File: config.mk
export PLATFORM = sky130hd
export DESIGN_NAME = footswitch_scanner
export DESIGN_NICKNAME = d
export VERILOG_FILES = /design/src/rtl/midi_fpga_pkg.sv /design/src/rtl/btn_debounce.sv /design/src/rtl/footswitch_scanner.sv
export SDC_FILE = /design/constraint.sdc
export NUM_CORES = 1
export LEC_CHECK = 0
export ABC_AREA = 1
export ABC_CLOCK_PERIOD_IN_PS = 2330
export CORE_UTILIZATION = 35
export DETAILED_ROUTE_END_ITERATION = 6
export SLEW_MARGIN = 20
export SYNTH_ARGS = -nofsm -noshare
export SYNTH_HDL_FRONTEND = slang
export SYNTH_SLANG_ARGS = --single-unit
File: constraint.sdc
create_clock -name clk -period 2.33 [get_ports clk]
set_clock_uncertainty 0.05 [all_clocks]
set_input_delay 0.5825 -clock clk [delete_from_list [all_inputs] [get_ports clk]]
set_output_delay 0.5825 -clock clk [all_outputs]
set_load 0.05 [all_outputs]
File: src/rtl/midi_fpga_pkg.sv
// Shared MIDI controller definitions: MIDI-in FSM state encodings and the
// footswitch event record handed to the preset/MIDI-out logic.
package midi_fpga_pkg;

  localparam logic [1:0] MIDI_ST_IDLE  = 2'd0;
  localparam logic [1:0] MIDI_ST_LEARN = 2'd1;

  // Wide enough for channel+1 with up to 15 channels.
  localparam int EVT_IDX_W = 4;

  typedef struct packed {
    logic [EVT_IDX_W-1:0] idx;
    logic                 save;
    logic                 long;
  } btn_event_t;

endpackage

File: src/rtl/btn_debounce.sv
// One footswitch channel: 2-flop synchroniser, stability-counter debounce,
// and hold counter that flags a long press once per press.
module btn_debounce #(
  parameter int DEB_W  = 21,
  parameter int LONG_W = 24
) (
  input  logic clk,
  input  logic rst,
  input  logic btn_n,
  output logic level,
  output logic press_pulse,
  output logic long_pulse
);

  logic              sync1_q, sync2_q;
  logic [1:0]        warm_q;
  logic              armed_q, armed_d;
  logic              level_q, level_d;
  logic [DEB_W-1:0]  deb_q, deb_d;
  logic              pressed_q, pressed_d;
  logic [LONG_W-1:0] hold_q, hold_d;

  // NOTE: sequential state uses non-blocking assignments so every flop
  // samples pre-edge values regardless of statement order.
  always_ff @(posedge clk or negedge rst) begin
    if (!rst) begin
      sync1_q   <= 1'b0;
      sync2_q   <= 1'b0;
      warm_q    <= '0;
      armed_q   <= 1'b0;
      level_q   <= 1'b0;
      deb_q     <= '0;
      pressed_q <= 1'b0;
      hold_q    <= '0;
    end else begin
      sync1_q   <= ~btn_n;
      sync2_q   <= sync1_q;
      warm_q    <= {warm_q[0], 1'b1};
      armed_q   <= armed_d;
      level_q   <= level_d;
      deb_q     <= deb_d;
      pressed_q <= pressed_d;
      hold_q    <= hold_d;
    end
  end

  // NOTE: every output of this block gets a default first so no path
  // leaves a variable unassigned, which would infer a latch.
  always_comb begin
    deb_d       = '0;
    level_d     = level_q;
    pressed_d   = pressed_q;
    hold_d      = hold_q;
    press_pulse = 1'b0;
    long_pulse  = 1'b0;

    if (sync2_q != level_q) begin
      if (&deb_q) level_d = sync2_q;
      else        deb_d   = deb_q + 1'b1;
    end

    // A switch held through reset must be seen released (once the
    // synchroniser holds real samples) before it can raise a press.
    armed_d     = armed_q | (warm_q[1] & ~sync2_q);
    press_pulse = level_d & ~level_q & armed_q;

    if (press_pulse) begin
      pressed_d = 1'b1;
      hold_d    = '0;
    end else if (!level_q) begin
      pressed_d = 1'b0;
      hold_d    = '0;
    end else if (pressed_q && !(&hold_q)) begin
      hold_d     = hold_q + 1'b1;
      long_pulse = &hold_d;
    end
  end

  assign level = level_q;

endmodule

File: src/rtl/footswitch_scanner.sv
// N-channel footswitch front end: per-channel debounce, pending press and
// long-press masks, and a fixed-priority arbiter producing one event per cycle.
module footswitch_scanner
  import midi_fpga_pkg::*;
#(
  parameter int NUM_BTN = 5,
  parameter int IDX_W   = 4,
  parameter int DEB_W   = 21,
  parameter int LONG_W  = 24
) (
  input  logic               clk,
  input  logic               rst,
  input  logic [NUM_BTN-1:0] btn_n,
  input  logic [1:0]         midi_in_state,
  output logic               btn_valid,
  output logic [IDX_W-1:0]   btn_index,
  output logic               save_mode,
  output logic               long_press,
  output logic [NUM_BTN-1:0] btn_held
);

  logic [NUM_BTN-1:0] press_w, long_w, grant;
  logic [NUM_BTN-1:0] short_pend_q, short_pend_d;
  logic [NUM_BTN-1:0] long_pend_q, long_pend_d;
  logic               valid_q, valid_d;
  btn_event_t         evt_q, evt_d;

  for (genvar gi = 0; gi < NUM_BTN; gi++) begin : g_chan
    btn_debounce #(
      .DEB_W (DEB_W),
      .LONG_W(LONG_W)
    ) u_debounce (
      .clk        (clk),
      .rst        (rst),
      .btn_n      (btn_n[gi]),
      .level      (btn_held[gi]),
      .press_pulse(press_w[gi]),
      .long_pulse (long_w[gi])
    );
  end

  always_ff @(posedge clk or negedge rst) begin
    if (!rst) begin
      short_pend_q <= '0;
      long_pend_q  <= '0;
      valid_q      <= 1'b0;
      evt_q        <= '0;
    end else begin
      short_pend_q <= short_pend_d;
      long_pend_q  <= long_pend_d;
      valid_q      <= valid_d;
      evt_q        <= evt_d;
    end
  end

  // Long events outrank short ones; x & -x isolates the lowest set bit.
  // Clearing after the OR lets a same-cycle set survive only on other bits.
  always_comb begin
    grant        = '0;
    evt_d        = '0;
    short_pend_d = short_pend_q | press_w;
    long_pend_d  = long_pend_q | long_w;

    if (|long_pend_q) begin
      grant       = long_pend_q & (~long_pend_q + NUM_BTN'(1));
      long_pend_d = long_pend_d & ~grant;
      evt_d.long  = 1'b1;
    end else if (|short_pend_q) begin
      grant        = short_pend_q & (~short_pend_q + NUM_BTN'(1));
      short_pend_d = short_pend_d & ~grant;
    end

    valid_d = |grant;
    for (int i = 0; i < NUM_BTN; i++) begin
      if (grant[i]) evt_d.idx = EVT_IDX_W'(i + 1);
    end
    if (valid_d) evt_d.save = evt_d.long | (midi_in_state == MIDI_ST_LEARN);
  end

  assign btn_valid  = valid_q;
  assign btn_index  = IDX_W'(evt_q.idx);
  assign save_mode  = evt_q.save;
  assign long_press = evt_q.long;

endmodule
==> flow_metrics.tcl, run 1 <==
set metrics [dict create \
    critPathMaxStageDelay_ps 790 \
    wire_per_inst_microns 12.8 \
    syn_inst 2001 \
    hold_violations 0 \
    seq_area_sq_mm 0.00671 \
    fin_tns_setup_ps 0 \
    synth.avg_cell_area_sq_um 7.51 \
    crit_family "buffers and inverters" \
    cts_sinks 268 \
    routabilityCongestion 0.893 \
    ys_types 44 \
    syn-num-nets 2025 \
    die_w_microns 209 \
    io_pins 21 \
    status "complete, but fails checks" \
    power_density_mw_per_mm2 599 \
    cp-end-kind "primary output" \
    critPathBufInv 1 \
    drt_first_pass_iters 7 \
    violations "design-rule violations" \
    setup_viol 0 \
    yosysTopAreaCell "dfrtp_1" \
    pre_cts_ws_ps 87.8 \
    worst_pin_slew_ps 580 \
    hpwl_microns 23800 \
    wl_met2_microns 15300 \
    rows 75 \
    top_layer_used "met4" \
    drive_gt1_frac 0.0860 \
    cts_root_buffer "clkbuf_16" \
    max_freq_mhz 438 \
    cp.required_ps 1700 \
    grt_overflow 0 \
    hold_path_class "input pin to asynchronous set/reset pin" \
    clock_latency_ps 540 \
    grt_pass1_wl_microns 58100 \
    timing.final.crit_share 0.981 \
    antenna_cells 0 \
    floorplan.initialDensity 0.357 \
    async_flop_share 1.00 \
    nets 2071 \
    synth_commonest_cells "nand2_1 (525), nor2_1 (311), dfrtp_1 (268)" \
    routed-wl-met3_microns 1130 \
    cp_slowest_cell "clkdlybuf4s50_1" \
    first_iter_violations 842 \
    cts-hold-fix-buffers 0 \
    met1_length_microns 16200 \
    leakage_nw 6.91 \
    setup_slack_ps 44.6 \
    rsz0062_at_grt "false" \
    vias 12712 \
    synth_top_cells_by_area "dfrtp_1 (45%), nand2_1 (13%), nor2_1 (7.8%)" \
    power.total_mw 10.2 \
    numCtsBuffers 34 \
    utilization 0.404 \
    nFillCells 4255 \
    ys_ff_latch 268 \
    cp.arrival_ps 1650 \
    clock_path_buffers 3 \
    maxCapViolations 0 \
    synth_flop_cell "dfrtp_1" \
    synth_seq_area_share 0.446 \
    netlist.area_leader.share 0.446 \
    cts_tree "built" \
    drcViolationCount 13 \
    syn_area_sq_mm 0.0150 \
    multi_input_area_sq_mm 0.00719 \
    synthMostInstantiatedCell "nand2_1" \
    slew_headroom 0.613 \
    antenna_found_initial 0 \
    crit_path_cell_trace "clkdlybuf4s50_1" \
    die_h_microns 209 \
    report.final.slew_viol_count 0 \
    core_area_sq_mm 0.0421 \
    vias_per_cell 4.87 \
    track_usage 0.159 \
    io_buffers 19 \
    grt_pass1_vias 12485 \
    synth-edff-count 0 \
    critPathKind "register to primary output" \
    wl_microns 33500 \
    vdd_drop_max_v 0.000388 \
    die_area_sq_mm 0.0438 \
    cp_max_fo 1 \
    synth_warnings 0 \
    syn_to_final_growth_pct 13.1 \
    htree_num_levels 2 \
    grt_max_degree 108 \
    startpoint_type "register" \
    timing.final.crit_period_ps 2290 \
    cts.clk_slew.worst_paths_ps 50 \
    final_antenna_net_count 0 \
]
routing by layer:
layer  GRT usage  vias up
met2       0.264      206
li1            -     6512
met4      0.0591        0
met5           0        -
met1       0.211     5942
met3      0.0232       52
through the flow:
stage	cells	cell area [sq um]	hold slack, ps
floorplan	2001	15000	237
global placement	2549	15900	282
detailed placement	2549	15900	285
CTS	2607	17000	32.0
global route	2608	17000	49.0
finish	2608	17000	34.5
flip-flops by register name (all words and copies together) (netlist names), 2 cells and up:
signal	count
g_chan.u_debounce.pressed_q	5
g_chan.u_debounce.deb_q	105
g_chan.u_debounce.sync1_q	5
btn_index	3
long_pend_q	5
g_chan.u_debounce.sync2_q	5
g_chan.u_debounce.armed_q	5
g_chan.u_debounce.hold_q	120
short_pend_q	5
g_chan.u_debounce.level	5
g_chan.u_debounce.warm_q	2
final cells by class:
| cell class | instances | area share |
|---|---|---|
| Tap cell | 539 | 0.0396 |
| Clock buffer | 50 | 0.0597 |
| Inverter | 247 | 0.0549 |
| Clock inverter | 8 | 0.00581 |
| Multi-Input combinational cell | 1454 | 0.423 |
| Timing Repair Buffer | 42 | 0.0229 |
| Sequential cell | 268 | 0.394 |
layout by cell type (no fill, tap or decap), types with 10 or more instances in the layout:
cell type / instances
a21oi_1: 25
buf_4: 25
clkbuf_16: 37
clkdlybuf4s50_1: 11
dfrtp_1: 267
ha_1: 15
inv_1: 234
inv_2: 10
nand2_1: 525
nand2_2: 16
nand3_1: 140
nand4_1: 34
nor2_1: 310
nor2_2: 22
nor2_4: 11
nor3_1: 57
nor3b_1: 14
o21ai_0: 65
o21ai_1: 29
o22ai_1: 41
o22ai_2: 18
xnor2_1: 19
xor2_1: 60
power by group:
part / switching (mW) / internal (mW) / total (mW)
sequential: 0.0251 / 4.69 / 4.71
clock: 2.02 / 3.23 / 5.25
combinational: 0.157 / 0.0597 / 0.217
total: 2.20 / 7.98 / 10.2
cells by family (layout without fill, tap and decap cells):
| logic type | Yosys count | in the layout | synth area share |
|---|---|---|---|
| fa+ha+maj | 15 | 15 | 0.0125 |
| simple gates | 1164 | 1164 | 0.339 |
| xor+xnor | 79 | 79 | 0.0460 |
| buf+inv | 279 | 347 | 0.0768 |
| other cells | 2 | 2 | 0.000499 |
| compound gates | 194 | 194 | 0.0795 |
| flops | 268 | 268 | 0.446 |
final timing paths:
path | from | endpoint | slack (ps) | depth (start not counted)
max | btn_index[2] | btn_index[2] | 40 | 1
min | rst | g_chan[3].u_debounce.deb_q[7] | 30 | 2
max reg2reg | g_chan[0].u_debounce.hold_q[1] | g_chan[0].u_debounce.hold_q[23] | 260 | 10
min reg2reg | g_chan[0].u_debounce.sync1_q | g_chan[0].u_debounce.sync2_q | 300 | 0
max in group asynchronous | rst | g_chan[2].u_debounce.hold_q[6] | 1680 | 2
min in group clk | g_chan[0].u_debounce.sync1_q | g_chan[0].u_debounce.sync2_q | 300 | 0
timing repair:
action	4_1_cts	5_1_grt
buffers inserted	0	1
resized for setup	2	9
endpoints found under the setup margin	2	51
pin swaps	0	1
(Power assumes the default switching activity.)
==> run 2: changes to the inputs <==
CAP_MARGIN = 20   (was default)
==> results of run 2 <==
Same layout as run 1: the final DEF is identical, and so are final timing and power.
==> run 3: changes to the inputs <==
HOLD_SLACK_MARGIN = 0.08   (was default)
PLACE_DENSITY = 0.58   (was default)
==> flow_metrics.tcl, run 3 (same netlist as run 1, synthesis figures left out) <==
set metrics [dict create \
    status "completed" \
    cts_sinks 268 \
    power_density_mw_per_mm2 594 \
    cp_max_fo 1 \
    startpoint_type "register" \
    rrSetupSlack_ps 150 \
    vdd_drop_max_v 0.000432 \
    critPathMaxStageDelay_ps 800 \
    nets 2073 \
    wl_microns 34300 \
    syn_to_final_growth_pct 13.0 \
    reg2reg_from "g_chan[0].u_debounce.hold_q[1]" \
    final_antenna_net_count 0 \
    timing.final.crit_share 0.980 \
    max_freq_mhz 438 \
    holdWs_ps 296 \
    hold_violations 0 \
    worstSetupStartpoint "long_press" \
    cp_slowest_cell "clkdlybuf4s50_1" \
    rsz0062_at_grt "false" \
    layout_common_cells "nand2_1 (525), nor2_1 (310), dfrtp_1 (267)" \
    p_int_mw 7.91 \
    final_common_cell "nand2_1" \
    antenna_cells 0 \
    slew_headroom 0.669 \
    hpwl_microns 24900 \
    core_area_sq_mm 0.0421 \
    floorplan.initialDensity 0.357 \
    grt_max_degree 77 \
    grt_pass1_vias 12648 \
    grt_overflow 0 \
    post_cts_buffers 0 \
    utilization 0.403 \
    largest_register "g_chan.u_debounce.hold_q" \
    switchingPower_mw 2.19 \
    hold_path_class "register to register" \
    die_w_microns 209 \
    cp.arrival_ps 1650 \
    switching_share 0.217 \
    power.total_mw 10.1 \
    report.final.slew_viol_count 0 \
    htree_num_levels 2 \
    routabilityCongestion 0.858 \
    cp.required_ps 1700 \
    rows 75 \
    reg_top3 "g_chan.u_debounce.hold_q (120), g_chan.u_debounce.deb_q (105)" \
    critPathKind "register to primary output" \
    p_seq_frac 0.467 \
    cp-endpoint "long_press" \
    setup_viol 0 \
    seq_area_sq_mm 0.00671 \
    drive_gt1_frac 0.0854 \
    io_buffers 19 \
    maxCapViolations 0 \
    io_pins 21 \
    cts_root_buffer "clkbuf_16" \
    design_area_sq_mm 0.0170 \
    antenna_found_initial 0 \
    crit_path_cell_trace "clkdlybuf4s50_1" \
    cp-end-kind "primary output" \
    drt_first_pass_iters 5 \
    clock_path_buffers 3 \
    track_usage 0.164 \
    largest_reg_flops 120 \
    fin_tns_setup_ps 0 \
    grt_pass1_wl_microns 60300 \
    vias_per_cell 4.87 \
    first_iter_violations 624 \
    nFillCells 4258 \
    clock_latency_ps 530 \
    reg2reg_depth 10 \
    leakage_nw 6.92 \
    timing.final.crit_period_ps 2280 \
    drcViolationCount 0 \
    combPwrFrac 0.022 \
    vias 12705 \
    r2r_end "g_chan[0].u_debounce.hold_q[23]" \
    cp.depth 1 \
    die_h_microns 209 \
    crit_family "buffers and inverters" \
    wire_per_inst_microns 13.1 \
    dpl_cell_area_sq_mm 0.0159 \
    numCtsBuffers 34 \
    die_area_sq_mm 0.0438 \
    multi_input_area_sq_mm 0.00719 \
    cts_tree "built" \
    critPathBufInv 1 \
    worst_pin_slew_ps 495 \
    cts.clk_slew.worst_paths_ps 60 \
    p_clk_frac 0.512 \
]
run 3: routing by layer:
layer | vias up | track usage | part of all wire
met5 | - | 0 | 0
met4 | 0 | 0.0497 | 0.021
met3 | 54 | 0.0272 | 0.034
met2 | 161 | 0.269 | 0.46
met1 | 5981 | 0.222 | 0.49
li1 | 6509 | - | -
run 3: stage by stage:
step	setup slack (ps)	std cells
global placement	259	2551
finish	47.5	2611
detailed placement	132	2551
CTS	2.21	2611
global route	6.01	2611
floorplan	501	2001
run 3: area by class of cell:
cell class / count / area share
clock inverter: 11 / 0.00817
sequential: 268 / 0.395
multi-input combinational: 1454 / 0.423
timing repair buffer: 44 / 0.0241
tap: 539 / 0.0397
inverter: 247 / 0.0548
clock buffer: 48 / 0.0556
run 3: what timing repair did:
action                                  4_1_cts  5_1_grt
hold buffers                                  1        0
endpoints found under the setup margin        3       35
pin swaps                                     0        0
hold endpoints to repair                     31        0
gates cloned                                  0        0
resized for setup                             3        7
run 3: power by group through the flow:
| stage | registers, mW | logic, mW | clock network [mW] |
|---|---|---|---|
| finish | 4.71 | 0.220 | 5.17 |
| detailed placement | 4.80 | 0.231 | 0 |
| floorplan | 4.79 | 0.0735 | 0 |
| CTS | 4.71 | 0.233 | 5.35 |
| global route | 4.71 | 0.260 | 5.53 |
| global placement | 4.79 | 0.229 | 0 |
run 3: how the worst min path moves through the flow:
stage          cells after the start                              to  slack (ps)                           start
6_report                           0  g_chan[0].u_debounce.warm_q[1]         300  g_chan[4].u_debounce.warm_q[0]
2_1_floorplan                      0                    btn_index[0]         240                             rst
4_1_cts                            0    g_chan[0].u_debounce.sync2_q         300    g_chan[0].u_debounce.sync1_q
5_1_grt                            0    g_chan[0].u_debounce.sync2_q         320    g_chan[0].u_debounce.sync1_q
3_5_place_dp                       0  g_chan[0].u_debounce.warm_q[1]         290  g_chan[4].u_debounce.warm_q[0]
3_3_place_gp                       0    g_chan[0].u_debounce.sync2_q         280    g_chan[0].u_debounce.sync1_q
==> RTL change 1 (flow settings as in run 1) <==
Reset style: synchronous (`rst`), changed in 2 clocked blocks.
--- a/src/rtl/btn_debounce.sv
+++ b/src/rtl/btn_debounce.sv
@@ -22,7 +22,7 @@
 
   // NOTE: sequential state uses non-blocking assignments so every flop
   // samples pre-edge values regardless of statement order.
-  always_ff @(posedge clk or negedge rst) begin
+  always_ff @(posedge clk) begin
     if (!rst) begin
       sync1_q   <= 1'b0;
       sync2_q   <= 1'b0;
--- a/src/rtl/footswitch_scanner.sv
+++ b/src/rtl/footswitch_scanner.sv
@@ -39,7 +39,7 @@
     );
   end
 
-  always_ff @(posedge clk or negedge rst) begin
+  always_ff @(posedge clk) begin
     if (!rst) begin
       short_pend_q <= '0;
       long_pend_q  <= '0;
Formal check against the unedited RTL: no difference found for any inputs over 4 cycles, from zero or initial values and one cycle with rst low; that may be too few to reach the edited logic, so the function may still have changed.
==> RTL change 1 against run 1 <==
- critical endpoint is now btn_held[0]
- sequential cell count is the same
- final area is 6.6% lower
- largest cell class unchanged
- setup slack better by 0.047 ns
- routed wire length shrank 8.0%
- register-to-register slack got worse by 0.02 ns
- maximum frequency increased by 2.1%
- synthesized area down 7.1%
- via count shrank 0.59%
- critical path type unchanged
Power is not compared: it rests on default switching activity, and its combinational part moved more than twofold at a synthesized area within 25%.
==> RTL change 1: results <==
[critical_path]
worstPathArrival_ns = 1.61
critPathMaxFanout = 4
crit_path_end = "btn_held[0]"
critical-path-max-stage-delay_ns = 0.57
r2r_cells = 13
rr_endpoint = "long_pend_q[4]$_SDFF_PN0_"
r2r-start = "g_chan[4].u_debounce.hold_q[1]$_SDFFE_PP0P_"
ff2ff_setup_slack_ns = 0.24
slowest_stage = "dlygate4sd2_1"

[yosys]
yosys_most_used_dff = "dfxtp_1"
synthXorXnorAreaFrac_pct = 4.08
synth_commonest_cells = "nand2_1 (459), nor2_1 (287), dfxtp_1 (268)"
synthAdderAreaFrac_pct = 1.34
yosysSeqAreaShare_pct = 38.4
synth.area.top_cells = "dfxtp_1 (38%), nand2_1 (12%), nor2_1 (7.7%), inv_1 (6.7%), a21oi_1 (5.1%)"
async_flop_share_pct = 0
ys_types = 49
synth_top_area_share_pct = 38.4
syn_area_per_cell_um2 = 6.81
synth_compound_area_share_pct = 12.9

[global_routing]
antenna_found_initial = 1
met3_usage_pct = 2.38
grt_max_degree = 30
grt_pass1_vias = 11700
grt_pass1_wl_um = 52800
grt_usage_pct = 15.1
global_route.usage.met2_pct = 25.3
grtUsageMet1_pct = 19.9

[place]
place_hpwl_um = 22600
place_congestion = 0.892
dpl_cell_area_um2 = 14800
dp_cells = 2576
place_ws_ns = -0.0457

[route]
routedWlPerCell_um = 11.7
wl_met3_um = 1270
num_vias = 12600
finalWirelength_um = 30800
dr.pass1.iters = 5
met1_length_um = 15100
drtIter0Drc = 650
wl_met2_um = 13800

[finish]
layout.nets = 2115
fillers = 4055
post_route_cells_drive_above_1_share_pct = 8.80

[worst_hold_path]
min_path_type = "flop to flop"

[clocking]
cts-buffers-inserted = 31
cts.repair.resized = 4
path_clk_slew_ns = 0.06
htree_levels = 1
clk_latency_ns = 0.57

[sta]
whs_ns = 0.360

[run_status]
status = "finished, final reports clean"
-- RTL change 1: cell types whose count changed after synthesis, moves of 24 or more --
cell,before,now
a21oi_1,25,141
dfrtp_1,268,0
dfxtp_1,0,268
nand2_1,525,459
nand3_1,140,106
nor2_1,311,287
o21ai_0,65,121
o22ai_1,41,2
-- RTL change 1: power breakdown --
| group | internal [W] | switching [W] |
|---|---|---|
| Sequential | 0.00460 | 0.0000102 |
| Combinational | 0.0000375 | 0.0000556 |
| Clock | 0.00314 | 0.00197 |
| Total | 0.00777 | 0.00203 |
-- RTL change 1: layout make-up --
| type | instances | area, µm² | share of cell area (%) |
|---|---|---|---|
| inverter | 261 | 981 | 6.17 |
| multi-input combinational | 1472 | 7300 | 45.9 |
| clock inverter | 15 | 210 | 1.32 |
| sequential | 268 | 5370 | 33.8 |
| clock buffer | 40 | 860 | 5.41 |
| timing repair buffer | 57 | 528 | 3.32 |
| tap | 518 | 648 | 4.08 |
==> RTL change 2 (config.mk and constraints of run 1) <==
Made on the original files. `LONG_W` is set to 24 in 2 places; all go to 48.
--- a/src/rtl/btn_debounce.sv
+++ b/src/rtl/btn_debounce.sv
@@ -2,7 +2,7 @@
 // and hold counter that flags a long press once per press.
 module btn_debounce #(
   parameter int DEB_W  = 21,
-  parameter int LONG_W = 24
+  parameter int LONG_W = 48
 ) (
   input  logic clk,
   input  logic rst,
--- a/src/rtl/footswitch_scanner.sv
+++ b/src/rtl/footswitch_scanner.sv
@@ -6,7 +6,7 @@
   parameter int NUM_BTN = 5,
   parameter int IDX_W   = 4,
   parameter int DEB_W   = 21,
-  parameter int LONG_W  = 24
+  parameter int LONG_W  = 48
 ) (
   input  logic               clk,
   input  logic               rst,
Function: same outputs for any inputs over 4 cycles, from zero or initial values and one cycle with rst low; that may be too few to reach the edited logic, so the function may still have changed.
==> RTL change 2 against run 1 <==
- largest cell class unchanged
- routed wire length rose by 100%
- sequential cell count rose by 120
- sequential share of layout area fell by 5.4 points
- non-clock buffer count rose by 151
- setup slack got worse by 0.0055 ns
- synthesized area rose by 58%
- core utilization rose by 2.1 points
- count of clock-buffer cells in the layout rose by 13
- total power rose by 41%
- critical path depth rose by 14
- final area rose by 68%
==> RTL change 2: results <==
[yosys]
syn-num-nets = 3458
synthCells = 3434
synth.area.top_cells = "dfrtp_1 (41%), nand2_1 (16%), nor2_1 (8.9%), inv_1 (6.7%), nand3_1 (5.1%)"
ys_types = 48
yosysSeqAreaShare_pct = 40.9

[pwr]
ir_drop_uv = 442
p_leak_nw = 11.5

[worst_hold_path]
min_path_type = "flop to flop"

[clocking]
clock_sinks = 388
cts-buffers-inserted = 46

[global_routing]
grt_pass1_vias = 21500
grt_pass1_wl_um = 110000
global_route.usage.met2_pct = 30.0
met3_usage_pct = 2.60
grt_max_degree = 82
grtUsageMet1_pct = 27.5
grt_usage_pct = 19.2

[critical_path]
r2r-start = "g_chan[1].u_debounce.deb_q[0]$_DFF_PN0_"
slowest_stage = "dfrtp_1"
worstSetupPathType = "flop to flop"
path_delay_family = "simple AND/OR/NAND/NOR gates"

[finish]
clock_area_share_pct = 5.30
layout.comb_gates.multi_input = 2556
multi_input_area_share_pct = 45.1
num-nonclk-inverters = 436
buffer_area_share_pct = 5.91
final_util_pct = 42.5
clockBufferCount = 63
fillers = 6942
regArea_um2 = 9720
post_route_cells_drive_above_1_share_pct = 13.8
fin_area_um2 = 28500
non_clock_buffer_count = 193
reg_top3 = "g_chan.u_debounce.hold_q x240, g_chan.u_debounce.deb_q x105"

[place]
place_hpwl_um = 49700
place_congestion = 0.924
place_ws_ns = -0.120
dpl_cell_area_um2 = 26000

[route]
num_vias = 22600
wl_met3_um = 3300
finalWirelength_um = 66900
dr.pass1.iters = 6
wl_met2_um = 29600
routedWlPerCell_um = 14.8
drtIter0Drc = 1538
met1_length_um = 32300

[run_status]
status = "finished, final reports clean"

[sta]
tightest_slew_ns = 0.511
-- RTL change 2: cell types whose count changed after synthesis, moves of 26 or more --
cell / delta
nor3_1: +26
nand3_1: +100
clkbuf_1: +27
o22ai_1: +61
nand4_1: +48
xor2_1: +48
dfrtp_1: +120
o21ai_0: +78
inv_1: +192
nand2_1: +492
nor2_1: +253
-- RTL change 2: kinds of logic (layout without fill, tap and decap cells) --
logic type               count (synthesis)  after routing  synth area share (%)
adder cells (fa/ha/maj)                 15             15                 0.791
other                                    2              2                0.0317
AO/OA/AOI/OAI                          323            323                  8.25
flip-flops                             388            388                  40.9
AND/OR/NAND/NOR                       2085           2085                  37.1
buffers and inverters                  490            713                  8.02
XOR/XNOR                               131            131                  4.84
-- RTL change 2: what timing repair did --
action	CTS	global route
hold buffers	1	0
setup buffers	0	32
hold endpoints to repair	10	0
pin swaps	0	69
setup endpoints to repair	14	153
resized for setup	13	223
-- RTL change 2: power by group --
group / internal, W / leakage [nW] / switching, W
Combinational: 0.0000737 / 5.41 / 0.000202
Clock: 0.00429 / 0.744 / 0.00301
Sequential: 0.00677 / 5.35 / 0.0000214
-- RTL change 2: worst paths after layout --
check	slack (ns)	endpoint	depth (start not counted)
setup / recovery	0.04	g_chan[1].u_debounce.deb_q[9]$_DFF_PN0_	15
hold / removal	0.30	g_chan[1].u_debounce.sync2_q$_DFF_PN0_	0
setup reg to reg	0.04	g_chan[1].u_debounce.deb_q[9]$_DFF_PN0_	15
hold reg to reg	0.30	g_chan[1].u_debounce.sync2_q$_DFF_PN0_	0
max in group asynchronous	1.11	g_chan[0].u_debounce.hold_q[36]$_DFFE_PN0P_	3
min in group asynchronous	0.39	g_chan[1].u_debounce.hold_q[28]$_DFFE_PN0P_	2
